## src/rtl/pdp_trace_sequencer_if.sv

```systemverilog
// Core -> sequencer -> display signal bundle for the PDP-11 trace path.
// PDP_TRACE_STATS_EN adds the per-type record counters.
interface pdp_trace_sequencer_if #(
  parameter int CNT_W = 32
);
  logic             mode;
  logic             ret_valid;
  logic             ret_ready;
  logic [1:0]       ret_type;
  logic             ret_halt;
  logic [6:0]       ret_opid;
  logic [127:0]     ret_regs;
  logic [3:0]       ret_flags;
  logic             disp_valid;
  logic             disp_ready;
  logic [1:0]       disp_type;
  logic             disp_halt;
  logic [6:0]       disp_opid;
  logic [3:0]       disp_flags;
  logic [127:0]     disp_regs;
  logic [CNT_W-1:0] disp_seq;
  logic [CNT_W-1:0] num_instr;
  logic             sim_done;
  logic             bad_type;
`ifdef PDP_TRACE_STATS_EN
  logic [CNT_W-1:0] cnt_double;
  logic [CNT_W-1:0] cnt_single;
  logic [CNT_W-1:0] cnt_branch;
`endif

  modport slave (
    input  mode, ret_valid, ret_type, ret_halt, ret_opid, ret_regs, ret_flags, disp_ready,
`ifdef PDP_TRACE_STATS_EN
    output cnt_double, cnt_single, cnt_branch,
`endif
    output ret_ready, disp_valid, disp_type, disp_halt, disp_opid, disp_flags, disp_regs,
    output disp_seq, num_instr, sim_done, bad_type
  );

  modport master (
    output mode, ret_valid, ret_type, ret_halt, ret_opid, ret_regs, ret_flags, disp_ready,
`ifdef PDP_TRACE_STATS_EN
    input  cnt_double, cnt_single, cnt_branch,
`endif
    input  ret_ready, disp_valid, disp_type, disp_halt, disp_opid, disp_flags, disp_regs,
    input  disp_seq, num_instr, sim_done, bad_type
  );
endinterface

```

## src/rtl/pdp_trace_sequencer.sv

```systemverilog
// Buffers retired-instruction trace records and presents them to the display stage.
// Optional PDP_TRACE_STATS_EN builds per-type counters of accepted non-HALT records.
//
// state     | meaning
// S_IDLE    | nothing presented; pop head (discard or present)
// S_PRESENT | record held on disp_* until disp_ready
// S_DONE    | HALT delivered; terminal until reset
module pdp_trace_sequencer #(
  parameter int DEPTH = 8,
  parameter int CNT_W = 32
) (
  input logic                  clk,
  input logic                  reset_n,
  pdp_trace_sequencer_if.slave bus
);
  localparam int          AW      = $clog2(DEPTH);
  localparam logic [AW:0] LP_FULL = (AW+1)'(DEPTH);

  typedef struct packed {
    logic [1:0]       typ;
    logic             halt;
    logic [6:0]       opid;
    logic [3:0]       flags;
    logic [127:0]     regs;
    logic [CNT_W-1:0] seq;
  } rec_t;

  typedef enum logic [1:0] {S_IDLE = 2'd0, S_PRESENT = 2'd1, S_DONE = 2'd2} state_t;

  rec_t             r_mem [DEPTH];
  logic [AW-1:0]    r_wr_ptr, r_rd_ptr;
  logic [AW:0]      r_count;
  state_t           r_state;
  logic             r_ret_ready, r_halt_seen, r_sim_done, r_bad_type;
  logic [CNT_W-1:0] r_num_instr;
  logic             r_disp_valid, r_disp_halt;
  logic [1:0]       r_disp_type;
  logic [6:0]       r_disp_opid;
  logic [3:0]       r_disp_flags;
  logic [127:0]     r_disp_regs;
  logic [CNT_W-1:0] r_disp_seq;

  rec_t             w_head;
  logic             w_push, w_pop, w_ack, w_show, w_halt_nxt, w_done_nxt;
  logic [AW:0]      w_count_nxt;
  logic [15:0]      w_pc;
  logic [CNT_W-1:0] w_seq;

  assign w_head      = r_mem[r_rd_ptr];
  assign w_push      = bus.ret_valid && r_ret_ready;
  assign w_ack       = (r_state == S_PRESENT) && bus.disp_ready;
  assign w_show      = bus.mode || w_head.halt;
  // Head leaves the FIFO whenever IDLE, or on a non-HALT ack (back-to-back)
  assign w_pop       = (r_count != '0) && ((r_state == S_IDLE) || (w_ack && !r_disp_halt));
  assign w_count_nxt = r_count + (AW+1)'(w_push) - (AW+1)'(w_pop);
  assign w_halt_nxt  = r_halt_seen || (w_push && bus.ret_halt);
  assign w_done_nxt  = r_sim_done || (w_ack && r_disp_halt);
  assign w_pc        = w_head.halt ? w_head.regs[127:112] : w_head.regs[127:112] - 16'd2;
  assign w_seq       = r_num_instr + CNT_W'(1);

  always_ff @(posedge clk) begin
    if (w_push)
      r_mem[r_wr_ptr] <= {bus.ret_type, bus.ret_halt, bus.ret_opid, bus.ret_flags, bus.ret_regs, w_seq};
  end

`ifdef PDP_TRACE_STATS_EN
  logic [CNT_W-1:0] r_cnt_double, r_cnt_single, r_cnt_branch;
  always_ff @(posedge clk or negedge reset_n) begin
    if (!reset_n) begin
      r_cnt_double <= '0;
      r_cnt_single <= '0;
      r_cnt_branch <= '0;
    end else if (w_push && !bus.ret_halt) begin
      case (bus.ret_type)
        2'd0:    r_cnt_double <= r_cnt_double + CNT_W'(1);
        2'd1:    r_cnt_single <= r_cnt_single + CNT_W'(1);
        2'd2:    r_cnt_branch <= r_cnt_branch + CNT_W'(1);
        default: ;
      endcase
    end
  end
  assign bus.cnt_double = r_cnt_double;
  assign bus.cnt_single = r_cnt_single;
  assign bus.cnt_branch = r_cnt_branch;
`endif

  always_ff @(posedge clk or negedge reset_n) begin
    if (!reset_n) begin
      r_wr_ptr     <= '0;
      r_rd_ptr     <= '0;
      r_count      <= '0;
      r_state      <= S_IDLE;
      r_ret_ready  <= 1'b0;
      r_halt_seen  <= 1'b0;
      r_sim_done   <= 1'b0;
      r_bad_type   <= 1'b0;
      r_num_instr  <= '0;
      r_disp_valid <= 1'b0;
      r_disp_halt  <= 1'b0;
      r_disp_type  <= '0;
      r_disp_opid  <= '0;
      r_disp_flags <= '0;
      r_disp_regs  <= '0;
      r_disp_seq   <= '0;
    end else begin
      if (w_push) begin
        r_wr_ptr    <= r_wr_ptr + 1'b1;
        r_num_instr <= w_seq;
        if (bus.ret_type == 2'd3) r_bad_type <= 1'b1;
      end
      if (w_pop) r_rd_ptr <= r_rd_ptr + 1'b1;
      r_count     <= w_count_nxt;
      r_halt_seen <= w_halt_nxt;
      // Registered ready: look ahead at next occupancy so a full FIFO is never pushed
      r_ret_ready <= (w_count_nxt != LP_FULL) && !w_halt_nxt && !w_done_nxt;

      case (r_state)
        S_IDLE: begin
          if (w_pop && w_show) begin
            r_disp_valid <= 1'b1;
            r_disp_type  <= w_head.typ;
            r_disp_halt  <= w_head.halt;
            r_disp_opid  <= w_head.opid;
            r_disp_flags <= w_head.flags;
            r_disp_regs  <= {w_pc, w_head.regs[111:0]};
            r_disp_seq   <= w_head.seq;
            r_state      <= S_PRESENT;
          end
        end
        S_PRESENT: begin
          if (w_ack) begin
            if (r_disp_halt) begin
              r_disp_valid <= 1'b0;
              r_sim_done   <= 1'b1;
              r_state      <= S_DONE;
            end else if (w_pop && w_show) begin
              r_disp_type  <= w_head.typ;
              r_disp_halt  <= w_head.halt;
              r_disp_opid  <= w_head.opid;
              r_disp_flags <= w_head.flags;
              r_disp_regs  <= {w_pc, w_head.regs[111:0]};
              r_disp_seq   <= w_head.seq;
            end else begin
              r_disp_valid <= 1'b0;
              r_state      <= S_IDLE;
            end
          end
        end
        default: r_disp_valid <= 1'b0;
      endcase
    end
  end

  assign bus.ret_ready  = r_ret_ready;
  assign bus.disp_valid = r_disp_valid;
  assign bus.disp_type  = r_disp_type;
  assign bus.disp_halt  = r_disp_halt;
  assign bus.disp_opid  = r_disp_opid;
  assign bus.disp_flags = r_disp_flags;
  assign bus.disp_regs  = r_disp_regs;
  assign bus.disp_seq   = r_disp_seq;
  assign bus.num_instr  = r_num_instr;
  assign bus.sim_done   = r_sim_done;
  assign bus.bad_type   = r_bad_type;
endmodule
```

## src/flat_wrapper.sv

```systemverilog
// flat-port wrapper written by rule: the top's interface ports become plain ports
module pdp_trace_sequencer_flat 
#(
  parameter int DEPTH = 8,
  parameter int CNT_W = 32
)
  (clk, reset_n, bus_mode, bus_ret_valid, bus_ret_type, bus_ret_halt, bus_ret_opid, bus_ret_regs, bus_ret_flags, bus_disp_ready, bus_ret_ready, bus_disp_valid, bus_disp_type, bus_disp_halt, bus_disp_opid, bus_disp_flags, bus_disp_regs, bus_disp_seq, bus_num_instr, bus_sim_done, bus_bad_type);
  pdp_trace_sequencer_if #(.CNT_W(CNT_W)) bus_i ();
  input logic clk;
  input logic reset_n;
  input wire logic [$bits(bus_i.mode)-1:0] bus_mode;
  input wire logic [$bits(bus_i.ret_valid)-1:0] bus_ret_valid;
  input wire logic [$bits(bus_i.ret_type)-1:0] bus_ret_type;
  input wire logic [$bits(bus_i.ret_halt)-1:0] bus_ret_halt;
  input wire logic [$bits(bus_i.ret_opid)-1:0] bus_ret_opid;
  input wire logic [$bits(bus_i.ret_regs)-1:0] bus_ret_regs;
  input wire logic [$bits(bus_i.ret_flags)-1:0] bus_ret_flags;
  input wire logic [$bits(bus_i.disp_ready)-1:0] bus_disp_ready;
  output wire logic [$bits(bus_i.ret_ready)-1:0] bus_ret_ready;
  output wire logic [$bits(bus_i.disp_valid)-1:0] bus_disp_valid;
  output wire logic [$bits(bus_i.disp_type)-1:0] bus_disp_type;
  output wire logic [$bits(bus_i.disp_halt)-1:0] bus_disp_halt;
  output wire logic [$bits(bus_i.disp_opid)-1:0] bus_disp_opid;
  output wire logic [$bits(bus_i.disp_flags)-1:0] bus_disp_flags;
  output wire logic [$bits(bus_i.disp_regs)-1:0] bus_disp_regs;
  output wire logic [$bits(bus_i.disp_seq)-1:0] bus_disp_seq;
  output wire logic [$bits(bus_i.num_instr)-1:0] bus_num_instr;
  output wire logic [$bits(bus_i.sim_done)-1:0] bus_sim_done;
  output wire logic [$bits(bus_i.bad_type)-1:0] bus_bad_type;
  assign bus_i.mode = bus_mode;
  assign bus_i.ret_valid = bus_ret_valid;
  assign bus_i.ret_type = bus_ret_type;
  assign bus_i.ret_halt = bus_ret_halt;
  assign bus_i.ret_opid = bus_ret_opid;
  assign bus_i.ret_regs = bus_ret_regs;
  assign bus_i.ret_flags = bus_ret_flags;
  assign bus_i.disp_ready = bus_disp_ready;
  assign bus_ret_ready = bus_i.ret_ready;
  assign bus_disp_valid = bus_i.disp_valid;
  assign bus_disp_type = bus_i.disp_type;
  assign bus_disp_halt = bus_i.disp_halt;
  assign bus_disp_opid = bus_i.disp_opid;
  assign bus_disp_flags = bus_i.disp_flags;
  assign bus_disp_regs = bus_i.disp_regs;
  assign bus_disp_seq = bus_i.disp_seq;
  assign bus_num_instr = bus_i.num_instr;
  assign bus_sim_done = bus_i.sim_done;
  assign bus_bad_type = bus_i.bad_type;
  pdp_trace_sequencer #(.DEPTH(DEPTH), .CNT_W(CNT_W)) u_core (.clk(clk), .reset_n(reset_n), .bus(bus_i));
endmodule
```

## config.mk

```make
export PLATFORM = sky130hd
export DESIGN_NAME = pdp_trace_sequencer_flat
export DESIGN_NICKNAME = d
export VERILOG_FILES = /design/src/rtl/pdp_trace_sequencer_if.sv /design/src/rtl/pdp_trace_sequencer.sv /design/src/flat_wrapper.sv
export SDC_FILE = /design/constraint.sdc
export NUM_CORES = 2
export LEC_CHECK = 0
export ABC_AREA = 0
export BUFFER_PORTS_ARGS = -buffer_cell sky130_fd_sc_hd__buf_2
export CELL_PAD_IN_SITES_DETAIL_PLACEMENT = 1
export CELL_PAD_IN_SITES_GLOBAL_PLACEMENT = 1
export CORE_MARGIN = 2
export CORE_UTILIZATION = 40
export DETAILED_ROUTE_END_ITERATION = 16
export GPL_TIMING_DRIVEN = 1
export PLACE_DENSITY_LB_ADDON = 0.1
export SLEW_MARGIN = 20
export SYNTH_ARGS = -nofsm -noshare
export SYNTH_HDL_FRONTEND = slang
export SYNTH_SLANG_ARGS = --single-unit
```

## constraint.sdc

```tcl
create_clock -name clk -period 46.6 [get_ports clk]
set_input_delay 0 -clock clk [delete_from_list [all_inputs] [get_ports clk]]
set_output_delay 0 -clock clk [all_outputs]
set_load 0.03 [all_outputs]
```

After elaboration in Yosys (flattened, before gate mapping)
Memories as Yosys holds them, arrays and structs flattened.
Index checks and enable logic that the tools add are counted.
Word-level totals
  memories kept: 1
  RAM bits: 1392
  register bits after elaboration: 223
  logic and storage cells: 93
Memories
  u_core.r_mem: depth 8, width 174, read ports 1, clocked after memory_dff 0, wr ports 1, RTL line pdp_trace_sequencer.sv:30  | rec_t r_mem [DEPTH];
Operators by class
  muxes and demuxes: 38
  eq/ne operators: 7
  add/subtract/negate cells: 6
  reductions and logical operators: 25
Operators with widths (number)
  $mux 128: 3
  $pmux 128 s2: 1
  $mux 32: 3
  $pmux 32 s2: 1
  $add 32x1->32 const B: 1
  $mux 7: 3
  $mux 16: 1
  $sub 16x2->16 const B: 1
  $mux 2: 7
  $pmux 7 s2: 1
  $mux 4: 3
  $reduce_and 3->1: 4
  $mux 1: 10
  $logic_and 1x1->1: 9
  $pmux 2 s2: 2
  $pmux 4 s2: 1
  $add 3x1->3 const B: 2
  $add 4x1->4: 1
  $logic_or 1x1->1: 4
  $ne 2x2->1 const B: 2
  $ne 4x4->1 const B: 1
  $pmux 1 s2: 2
  $reduce_and 4->1: 1
  $reduce_bool 4->1: 1
  other kinds (9): 11

Longest topological paths before layout
  depth in word-level cells: 10
  depth in mapped cells: 11

Worst setup path before layout
Ideal clock, no wire load.
  path kind: register to register
  from: reg u_core.r_ret_ready, in the netlist u_core.bus.ret_ready
  to: mem u_core.r_mem[0][0] in the netlist's numbering, enable pin
  setup time: 1133 ps
  period minus slack after synthesis: 18413 ps
  required time: 45467 ps
  stages on the path, launching flop included: 4
  arrival time: 17280 ps
  setup slack: 28187 ps
  path through: dfrtp_1 > nand2_1 > clkbuf_1 > nor4_1
Between the ends
  word-level cells in the longest chain between the ends: 3
RTL lines
  start, declared: RTL line pdp_trace_sequencer.sv:34  | logic r_ret_ready, r_halt_seen, r_sim_done, r_bad_type;
  start signal, assigned: RTL line pdp_trace_sequencer.sv:115  | r_ret_ready <= (w_count_nxt != LP_FULL) && !w_halt_nxt && !w_done_nxt;
  $logic_and 1x1->1: RTL line pdp_trace_sequencer.sv:50  | assign w_push = bus.ret_valid && r_ret_ready;
  $mux 1: RTL line pdp_trace_sequencer.sv:62  | if (w_push)
  $mux 1 (not written as such): RTL line pdp_trace_sequencer.sv:63  | r_mem[r_wr_ptr] <= {bus.ret_type, bus.ret_halt, bus.ret_opid, bus.ret_flags, bus.ret_regs, w_seq};
  end, declared: RTL line pdp_trace_sequencer.sv:30
Every way passes these cells.

Final worst setup path
  from: reg u_core.r_rd_ptr[0]
  to: reg u_core.r_disp_regs[120], in the netlist u_core.bus.disp_regs[120]
Between the ends
  word-level cells in the longest chain between the ends: 7
  elaborated cells between the ends (all ways): 9
  those cells by class: add/sub (1); mux (5); reduce/logical (2); memory (1)
RTL lines
  start, declared: RTL line pdp_trace_sequencer.sv:31  | logic [AW-1:0] r_wr_ptr, r_rd_ptr;
  start signal, assigned: RTL line pdp_trace_sequencer.sv:111  | if (w_pop) r_rd_ptr <= r_rd_ptr + 1'b1;
  $mem_v2 8x174 (*)
  $sub 16x2->16 or $logic_or 1x1->1 (tied branches): RTL line pdp_trace_sequencer.sv:58, pdp_trace_sequencer.sv:52
  $mux 16 or $logic_and 1x1->1 (tied branches): RTL line pdp_trace_sequencer.sv:58, pdp_trace_sequencer.sv:119, pdp_trace_sequencer.sv:136
  $mux 128 (*): RTL line pdp_trace_sequencer.sv:119, pdp_trace_sequencer.sv:136
  $mux 128: RTL line pdp_trace_sequencer.sv:132  | if (r_disp_halt) begin
  $mux 128: RTL line pdp_trace_sequencer.sv:131  | if (w_ack) begin
  $pmux 128 s2 (*): RTL line pdp_trace_sequencer.sv:117  | case (r_state)
  end signal, assigned: RTL line pdp_trace_sequencer.sv:125  | r_disp_regs <= {w_pc, w_head.regs[111:0]};
  end signal, assigned: RTL line pdp_trace_sequencer.sv:141  | r_disp_regs <= {w_pc, w_head.regs[111:0]};
  end, declared: RTL line pdp_trace_sequencer.sv:40  | logic [127:0] r_disp_regs;
Mark *: on every way between the ends. The rest lies on a longest branch, timed or not. The select of a mux whose other input is x is not followed.
A chain may end at the register's enable or synchronous reset.

==> results.txt <==
status: completed
multi-input logic area: 12900 sq um
Fin. Hold Viols: 0
Chip Width: 394 microns
register area: 47400 sq um
clock skew: 0.0230 ns
# fillers: 13.9k
EDFF count, synth: 1392
routed wl met2: 77900 microns
CP max stage cell: dfrtp_4
worst skew pair latency: 0.79 ns
total iterations of the first detailed-routing run: 5
Tmin final: 4.54 ns
DP Area: 65200 sq um
biggest area consumer among synthesized cells: edfxtp_1
CP required: 47.22 ns
relative slew slack: 22.7%
multiplexer share of the synthesized area: 15.8%
wire per inst: 26.4 microns
final wirelength: 152000 microns
final net count: 3716
Tot GR Track Use: 19.7%
Clock Path Buffers: 3
cell area after layout: 73100 sq um
most common library cells after synthesis: edfxtp_1 (1392), mux4_2 (346), dfrtp_1 (223), nand2_1 (212), mux2i_1 (169)
Top FF cell, synth: edfxtp_1
largest net degree at the start of global routing: 189
Final Util: 48.2%
Final period util: 9.74%
Mapped Nets: 3058
DRT iter0 DRCs: 2009
Syn Area/Cell: 21.0 sq um
r2r worst-path depth: 8
initial core utilization: 40.2%
pre-CTS setup slack: 41.82 ns
DPL Wire Length: 81400 microns
most frequent CP cell: buf_4
largest family of logic cells by synthesized area: multiplexers
clock slew at reported path FFs: 0.06 ns
core area: 152000 sq um
wire length on met1: 64000 microns
Synth Cell Area: 60900 sq um
Worst Hold Class: in -> reg
Leakage: 25.5 nW
FP Rows: 143
I/O pin count: 357
Syn Inst Count: 2901
Num CTS Buffers: 175
CTS tree: done
Async SR Flop Fraction: 13.8%
top-count cell post-synth: edfxtp_1
xor/xnor cell area share of the yosys netlist: 1.06%
ANT nets after route: 0
initial antenna violation count: 15
post-synth top area share: 68.6%
CP Launch Type: flip-flop
first-pass GRT wire length: 226000 microns
critical path, cell by cell: buf_4, buf_4, mux4_2, mux2i_2, nand2_2, nor4_4, xor2_1, o21ai_1
synth unique cells: 50
# DRC: 0
vias after detailed routing: 30.0k
Max VDD drop: 0.0401 mV
Worst path max stage delay: 0.92 ns
IO buf count: 356
Final GP Congestion: 0.708
Worst setup EP type: flip-flop
routed wl met3: 6320 microns
synthesis-stage register bit count: 1615
Root Driver: clkbuf_16
crit path DAT: 5.16 ns
largest cells by area after synthesis: edfxtp_1 (69%), mux4_2 (13%), dfrtp_1 (9.2%), mux2i_1 (2.8%), nand2_1 (1.3%)
setup TNS: 0 ns
compound-cell area share of the yosys netlist: 1.67%
Synth Area in Adders: 0.218%
RSZ-0062 raised after global routing: false
CP Max Fanout: 41
Max Clock Freq: 220 MHz
die height: 394 microns
Final Slew Violations: 0
share of post-route cells with drive strength above 1: 27.8%
Area growth syn-to-layout: 20.0%
max layer used: met5
sequential share of the synthesized area: 77.8%
hold depth: 2
critical path type: reg -> reg
Simple-Gate Fraction of Synth Area: 2.32%
vias in the first global route: 33.3k
# H-tree levels: 4
die footprint: 155000 sq um
Via density: 5.22
Syn. warnings: 0
Final setup viols: 0
Worst Max-Slew Pin Slew: 1.16 ns
Power Density: 57.2 nW/um^2
grt ovf: 0
Final WS setup: 42.06 ns
max cap viols: 0
Sink Count: 1615
-- per-layer routing --
metal  vias up  track usage [%]
li1      13000                -
met1     16100             25.6
met2       566             33.9
met3       238             3.79
met4        18             5.17
met5         -           0.0616
-- metrics by stage --
step	hold WS (ns)	std cells	total power [mW]
floorplan	-0.296	2901	2.54
global placement	0.0937	5193	2.84
detailed placement	0.101	5194	2.86
CTS	0.0000788	5738	4.26
global route	0.0302	5740	4.37
finish	0.0555	5741	4.19
-- area by class of cell --
cell class	instances	area share, %
Timing Repair Buffer	628	6.24
Inverter	13	0.0667
Tap cell	2030	3.47
Antenna cell	2	0.00684
Clock buffer	247	6.64
Multi-Input combinational cell	1126	17.6
Sequential cell	1615	64.8
Clock inverter	80	1.13
-- kinds of logic after synthesis --
logic type	count (synthesis)
adders and majority gates	10
xor gates and xnor gates	74
DFF	1615
muxes	524
AOI/OAI and AO/OA	191
buffers and inverters	160
and+or+nand+nor	327
-- worst paths after layout --
check / to / slack (ns) / from
setup / recovery: u_core.bus.disp_regs[120]$_DFFE_PN0P_ / 42.06 / u_core.r_rd_ptr[0]$_DFFE_PN0P_
hold / removal: u_core.r_mem[1][53]$_DFFE_PP_ / 0.06 / bus_ret_regs[21]
setup reg to reg: u_core.bus.disp_regs[120]$_DFFE_PN0P_ / 42.06 / u_core.r_rd_ptr[0]$_DFFE_PN0P_
hold reg to reg: u_core.r_halt_seen$_DFF_PN0_ / 0.46 / u_core.r_halt_seen$_DFF_PN0_
max in group asynchronous: u_core.r_rd_ptr[1]$_DFFE_PN0P_ / 45.30 / reset_n
min in group asynchronous: u_core.bus.num_instr[15]$_DFFE_PN0P_ / 0.49 / reset_n
-- where the power goes --
group	switching [mW]	total [mW]	internal, mW
sequential	0.0973	1.78	1.68
clock	0.564	1.37	0.805
combinational	0.599	1.04	0.437
total	1.26	4.19	2.93
-- sequential cells by signal (all words and copies together) (netlist names), 3 cells and up --
name                   count
u_core.bus.disp_regs     128
u_core.r_rd_ptr            3
u_core.bus.disp_opid       7
u_core.bus.num_instr      32
u_core.bus.disp_seq       32
u_core.r_mem            1392
u_core.r_count             4
u_core.bus.disp_flags      4
u_core.r_wr_ptr            3
-- worst max-delay path: cells and delay by family (launching register included) --
kind / cells / cell delay (ns)
buffers and inverters: 2 / 1.55
DFF: 1 / 0.92
muxes: 2 / 0.91
and+or+nand+nor: 2 / 0.68
xor gates and xnor gates: 1 / 0.19
AOI/OAI and AO/OA: 1 / 0.07
-- cell usage in the layout (no fill, tap or decap), drive strengths merged, types with 2 or more instances in the layout --
cell | Yosys | routed
xor2 | 39 | 39
a21o | 2 | 2
buf | 102 | 412
nand3 | 22 | 22
xnor2 | 35 | 35
bufinv | 0 | 14
nor2 | 38 | 38
nand2b | 5 | 5
a31o | 2 | 2
and3 | 3 | 3
inv | 12 | 20
clkinv | 1 | 56
mux2i | 176 | 176
a21oi | 4 | 4
ha | 9 | 9
mux4 | 346 | 346
nand4 | 16 | 16
edfxtp | 1392 | 1392
diode | 0 | 2
dlygate4sd3 | 0 | 216
nand2 | 213 | 213
dfrtp | 223 | 223
a211o | 6 | 6
mux2 | 2 | 2
nor2b | 3 | 3
nor3 | 15 | 15
o21bai | 2 | 2
or3 | 2 | 2
nor4 | 5 | 5
and2 | 2 | 2
clkbuf | 45 | 247
o21ai | 170 | 170
clkinvlp | 0 | 3
-- repair_timing --
item	in CTS	in global routing
hold buffers	217	0
resized for setup	0	0
buffers inserted	0	0
hold endpoints to repair	1251	0
No activity file was read; power rests on OpenSTA's default activity.
